File: src/rtl/cpu_core_param.sv
// Parametrised two-cycle accumulator-style CPU core: loadable program memory,
// general registers, data memory, zero/carry flags, conditional jumps and HALT.
module cpu_core_param #(
  parameter int unsigned DATA_W     = 16,
  parameter int unsigned NUM_GPR    = 8,
  parameter int unsigned PROG_DEPTH = 32,
  parameter int unsigned DMEM_DEPTH = 16,
  localparam int unsigned PC_W      = $clog2(PROG_DEPTH)
) (
  input  logic              clk,
  input  logic              sys_rst,
  input  logic [DATA_W-1:0] din,
  input  logic              prog_we,
  input  logic [PC_W-1:0]   prog_addr,
  input  logic [31:0]       prog_wdata,
  output logic [DATA_W-1:0] dout,
  output logic              dout_valid,
  output logic [PC_W-1:0]   pc,
  output logic              zero_flag,
  output logic              carry_flag,
  output logic              halted
);

  localparam int unsigned GprAw  = $clog2(NUM_GPR);
  localparam int unsigned DmemAw = $clog2(DMEM_DEPTH);

  localparam logic [4:0] OpMov  = 5'd0;
  localparam logic [4:0] OpAdd  = 5'd1;
  localparam logic [4:0] OpSub  = 5'd2;
  localparam logic [4:0] OpAnd  = 5'd3;
  localparam logic [4:0] OpOr   = 5'd4;
  localparam logic [4:0] OpLdm  = 5'd5;
  localparam logic [4:0] OpStm  = 5'd6;
  localparam logic [4:0] OpIn   = 5'd7;
  localparam logic [4:0] OpOut  = 5'd8;
  localparam logic [4:0] OpJmp  = 5'd9;
  localparam logic [4:0] OpJz   = 5'd10;
  localparam logic [4:0] OpJc   = 5'd11;
  localparam logic [4:0] OpHalt = 5'd12;

  typedef enum logic [1:0] {StFetch, StExec, StHalt} state_e;

  state_e            state_q, state_d;
  logic              started_q;
  logic [PC_W-1:0]   pc_q, pc_d;
  logic [31:0]       ir_q;
  logic [31:0]       prog_mem [PROG_DEPTH];
  logic [DATA_W-1:0] gpr_q    [NUM_GPR];
  logic [DATA_W-1:0] dmem_q   [DMEM_DEPTH];
  logic [DATA_W-1:0] dout_q;
  logic              dout_valid_q;
  logic              zero_q, carry_q;

  // Decoded instruction fields
  logic [4:0]        opcode;
  logic [GprAw-1:0]  rd_idx, rs1_idx, rs2_idx;
  logic              imm_sel;
  logic [DATA_W-1:0] imm, op1, op2;
  logic [DmemAw-1:0] dmem_addr;
  logic [PC_W-1:0]   jmp_tgt;
  logic [DATA_W:0]   sum_w, diff_w;
  logic [DATA_W-1:0] alu_res;
  logic              alu_carry, is_alu, jump_taken;
  logic              unused_ir;

  assign opcode    = ir_q[31:27];
  assign rd_idx    = ir_q[22 +: GprAw];
  assign rs1_idx   = ir_q[17 +: GprAw];
  assign rs2_idx   = ir_q[0 +: GprAw];
  assign imm_sel   = ir_q[16];
  assign imm       = DATA_W'(ir_q[15:0]);
  assign dmem_addr = ir_q[DmemAw-1:0];
  assign jmp_tgt   = ir_q[PC_W-1:0];
  assign op1       = gpr_q[rs1_idx];
  assign op2       = imm_sel ? imm : gpr_q[rs2_idx];
  assign sum_w     = {1'b0, op1} + {1'b0, op2};
  // Top bit of the widened difference is the borrow, i.e. op1 < op2
  assign diff_w    = {1'b0, op1} - {1'b0, op2};
  assign is_alu    = (opcode <= OpOr);
  assign unused_ir = ^ir_q;

  // ALU result and carry for the flag-setting opcodes
  always_comb begin
    alu_res   = '0;
    alu_carry = 1'b0;
    case (opcode)
      OpMov: alu_res = op2;
      OpAdd: begin
        alu_res   = sum_w[DATA_W-1:0];
        alu_carry = sum_w[DATA_W];
      end
      OpSub: begin
        alu_res   = diff_w[DATA_W-1:0];
        alu_carry = diff_w[DATA_W];
      end
      OpAnd: alu_res = op1 & op2;
      OpOr:  alu_res = op1 | op2;
      default: ;
    endcase
  end

  // Next state and next pc
  always_comb begin
    state_d    = state_q;
    pc_d       = pc_q;
    jump_taken = 1'b0;
    case (opcode)
      OpJmp:   jump_taken = 1'b1;
      OpJz:    jump_taken = zero_q;
      OpJc:    jump_taken = carry_q;
      default: ;
    endcase
    unique case (state_q)
      // The first edge out of reset is a dead cycle, so instruction i fetches at edge 2i+1
      StFetch: if (started_q) state_d = StExec;
      StExec: begin
        if (opcode == OpHalt) begin
          state_d = StHalt;
        end else begin
          state_d = StFetch;
          pc_d    = jump_taken ? jmp_tgt : pc_q + 1'b1;
        end
      end
      StHalt:  state_d = StHalt;
      default: state_d = StFetch;
    endcase
  end

  // Program memory: no reset, writable at any time, read-before-write on fetch
  always_ff @(posedge clk) begin
    if (prog_we) prog_mem[prog_addr] <= prog_wdata;
  end

  // Architectural state update
  always_ff @(posedge clk) begin
    if (sys_rst) begin
      state_q      <= StFetch;
      started_q    <= 1'b0;
      pc_q         <= '0;
      ir_q         <= '0;
      gpr_q        <= '{default: '0};
      dmem_q       <= '{default: '0};
      dout_q       <= '0;
      dout_valid_q <= 1'b0;
      zero_q       <= 1'b0;
      carry_q      <= 1'b0;
    end else begin
      state_q      <= state_d;
      pc_q         <= pc_d;
      started_q    <= 1'b1;
      dout_valid_q <= 1'b0;
      if (state_q == StFetch && started_q) ir_q <= prog_mem[pc_q];
      if (state_q == StExec) begin
        if (is_alu) begin
          gpr_q[rd_idx] <= alu_res;
          zero_q        <= (alu_res == '0);
          carry_q       <= alu_carry;
        end
        case (opcode)
          OpLdm: gpr_q[rd_idx] <= dmem_q[dmem_addr];
          OpStm: dmem_q[dmem_addr] <= op1;
          OpIn:  gpr_q[rd_idx] <= din;
          OpOut: begin
            dout_q       <= op1;
            dout_valid_q <= 1'b1;
          end
          default: ;
        endcase
      end
    end
  end

  assign dout       = dout_q;
  assign dout_valid = dout_valid_q;
  assign pc         = pc_q;
  assign zero_flag  = zero_q;
  assign carry_flag = carry_q;
  assign halted     = (state_q == StHalt);

endmodule

File: config.mk
export PLATFORM = sky130hd
export DESIGN_NAME = cpu_core_param
export DESIGN_NICKNAME = d
export VERILOG_FILES = /design/src/rtl/cpu_core_param.sv
export SDC_FILE = /design/constraint.sdc
export NUM_CORES = 2
export LEC_CHECK = 0
export CORE_MARGIN = 1
export CORE_UTILIZATION = 25
export DETAILED_ROUTE_END_ITERATION = 7
export PLACE_DENSITY = 0.43
export SLEW_MARGIN = 40
export SYNTH_ARGS = -nofsm -noshare
export SYNTH_HDL_FRONTEND = slang
export SYNTH_SLANG_ARGS = --single-unit
File: constraint.sdc
create_clock -name clk -period 9.5 [get_ports clk]
set_input_delay 1.9 -clock clk [delete_from_list [all_inputs] [get_ports clk]]
set_output_delay 1.9 -clock clk [all_outputs]
set_load 0.1 [all_outputs]
==> results.txt <==
The overall routed net length is roughly 170 mm. The buffer type at the clock tree root is clkbuf_16. Across every metal layer, demand over resource in global routing totals 14.8%.

The core utilization of the finished layout is 29.4%. Routability-driven placement finished with a final weighted congestion of roughly 0.8. Summing over every cut layer, the via total after detailed routing is about 33000. The power per cell area is about 200 nW/um2. The floorplan die area is around 230000 um2. In this run the mean area of a mapped cell was ~15 um2. The number of clock sinks seen by CTS is ~1300. In this run the core area contains approximately 170 standard-cell rows. The filler cell count came out at between 20000 and 25000. The initial antenna violation count was 11. The number of endpoints failing setup at the final stage is 0. The number of DRC markers in iteration 0 came out at ~3100. The final routed wire length divided by cell count came out at ~25 um. After layout, the design draws a total of roughly 13 mW. The cell count after placement came out at approximately 6500. The fraction of post-synthesis cell area in the top cell type by area is 47.8%. The final design instance area without fill is about 66000 um2. The post-CTS repair timing setup buffer count is 0. The count of instances resized after the clock tree is built is 0.

At the pin with the least slew margin, the transition time is 0.897 ns. The post-synthesis simple-gate area fraction is about 5.3%. The remaining global-route overflow came out at 0. The net count after synthesis came out at around 3800. The count of final max-slew check failures is 0.

The proportion of layout cells with a drive suffix above 1 came out at a little under a quarter. just over 80 I/O pins were placed. In the synthesized netlist the dominant register cell turns out to be edfxtp_1. Hold timing on the final database bottoms out at a slack of approximately 0.5 ns.

The worst endpoint data arrival time came out at ~6.7 ns. The reported leakage power is 20.3 nW. Data on the critical path is required at its endpoint by around 10 ns. The minimum setup slack after placement came out at roughly 3.6 ns. Clock skew on the completed layout was measured at 0.0472 ns.

The via count of the first global-routing pass came out at ~33000. The post-layout minimum cycle time came out at approximately 6 ns. The HPWL after detailed placement is 100 mm. The wire length of the first global-routing pass came out at 245 mm. The largest driver fanout on the critical path came out at 21. The clock slew at the register clock pins of the worst setup and hold paths is roughly 0.060 ns.

The remaining design rule violation count came out at 0. Setup repair after global routing left no endpoint under its margin. Setup slack on the critical path of the routed design comes to 3.48 ns. Summed over all failing endpoints, the final setup total negative slack is 0 ns. The number of non-filler instances in the completed layout came out at roughly 6800. From bottom edge to top edge, the die measures about 480 um. The total area inside the core boundary comes to between 200000 and 250000 um2. The number of CTS-inserted buffers is 149.

After synthesis, the netlist uses 86 different library cells. The highest attainable clock frequency is about 170 MHz. The width of the die came out at 477 um. The final clock period utilization by the worst path came out at 63.3%. The clock insertion delay at the later pin of the skew report came out at about 0.8 ns. The number of endpoints with negative hold slack in the final report came out at 0. The cell accounting for the most synthesized area is edfxtp_1. STA classifies the critical path startpoint as a register. The number of hold buffers added after cts came out at 0.

The mapped cell area is 56300 um2. The count of max-cap constraint violations is 0. The post-synthesis xor/xnor area fraction is 0.0777%. The flow ran to the end, and the final reports show no timing, DRC or antenna violations. In this run the number of H-tree levels came out at 4.

The effective utilization at floorplan came out at roughly a quarter. The instance area at placement came out at 60700 um2. After Yosys synthesis, full adders, half adders and majority gates account for 1.23% of the synthesized area. The synthesized netlist devotes under 10% of its cell area to compound gates. The worst min-delay path category is reg2reg. The number of enable flip-flop cells after synthesis came out at 896. The number of buffers added on ports came out at 76. The maximum number of pins on one net before global-route repair came out at between 200 and 250. The maximum buffer depth of the clock tree is 3. The number of nets with antenna violations after detailed routing is 0. TritonCTS built the clock tree. The flip-flop and latch count after synthesis is between 1000 and 1500. The share of flip-flops with an asynchronous set or reset came out at 0%. The peak supply drop is approximately 0.16 mV. For this run, the number of Yosys warnings is 0.

By area the synthesized netlist is led by edfxtp_1 (48%), mux4_2 (16%), dfxtp_1 (16%). The headroom to the max-slew limit is between 30% and 40%. The worst setup path is captured at a register. Dividing the detail-routed via count by the number of cells gives a little under 5.

The net count of the finished layout came out at between 3000 and 4000. The worst setup path is of the reg2reg kind. The most frequent cell after synthesis is edfxtp_1. Ranked by instance count, the synthesized netlist is headed by edfxtp_1 (896), nor2_1 (465), dfxtp_1 (439), mux4_2 (409), a211oi_1 (321). The portion of netlist area occupied by mux cells came out at between 10% and 20%.

The area growth from synthesis to final layout is 16.7%. By area, the combinational part of the netlist is dominated by multiplexers. The sequential cell area fraction in the yosys report came out at between 60% and 70%.

The first TritonRoute pass finished after 6 iterations. The number of cells produced by synthesis came out at approximately 3700.
## power breakdown
group | switching, mW | total (mW) | internal, mW
combinational | 0.700 | 1.10 | 0.397
clock | 2.47 | 5.78 | 3.30
sequential | 0.0680 | 6.34 | 6.27
total | 3.24 | 13.2 | 9.97
## final timing paths
kind	startpoint	end	slack, ns	cells past startpoint
max	ir_q[17]$_SDFFE_PP0P_	gpr_q[93]$_SDFFE_PP0P_	3.48	15
min	dout[6]$_SDFFE_PP0P_	dout[6]$_SDFFE_PP0P_	0.50	2
max reg2reg	ir_q[17]$_SDFFE_PP0P_	gpr_q[93]$_SDFFE_PP0P_	3.48	15
min reg2reg	dout[6]$_SDFFE_PP0P_	dout[6]$_SDFFE_PP0P_	0.50	2
## critical path, cell delays in order (launching register included)
cell and delay (ns):
dfxtp_2 0.67, buf_4 0.51, mux4_2 0.57, mux2i_2 0.20, buf_4 0.31, inv_1 0.10
ha_1 0.50, inv_1 0.17, a21o_1 0.24, nor4bb_1 0.55, nor3_1 0.08, o311ai_0 0.55
nand4_1 0.71, a21oi_1 0.34, a21oi_1 0.06, a221oi_1 0.30
## registers in the layout, summed over array words and instances, names as in the netlist
register / cells
carry_flag: 1
ir_q: 28
started_q: 1
state_q: 2
dout_valid: 1
prog_mem: 896
zero_flag: 1
dout: 16
pc: 5
gpr_q: 128
dmem_q: 256
## routing by layer
metal,vias to the layer above,track usage [%],wire [um]
met5,-,0,30
li1,14674,-,-
met2,889,24.3,82500
met1,17294,19.7,75400
met4,6,4.53,4900
met3,258,2.77,8470
## cell usage in the layout, fill, tap and decap left out, drive strengths merged, types with 49 or more instances in the layout
master	instances
a211oi	321
ha	52
clkbuf	193
inv	56
clkinv	52
nand2	97
a22oi	49
edfxtp	896
buf	170
mux4	422
nor2	465
o21ai	102
a21oi	116
mux2i	90
dfxtp	439
## layout make-up
cell class	count	area, um2	share of cell area [%]
Tap cell	2975	3720	5.66
Multi-Input combinational cell	1986	19700	30.0
Timing Repair Buffer	192	1510	2.30
Inverter	50	188	0.286
Sequential cell	1335	35700	54.4
Antenna cell	2	5.00	0.00762
Clock inverter	74	880	1.34
Clock buffer	193	4000	6.08
## logic make-up (layout without fill, tap and decap cells)
group,Yosys count,after routing
xor+xnor,5,5
fa+ha+maj,54,54
mux,512,512
flops,1335,1335
other cells,0,2
simple gates,701,701
buf+inv,335,509
compound gates,714,714
Note: power is estimated with default switching activity, not from simulation.
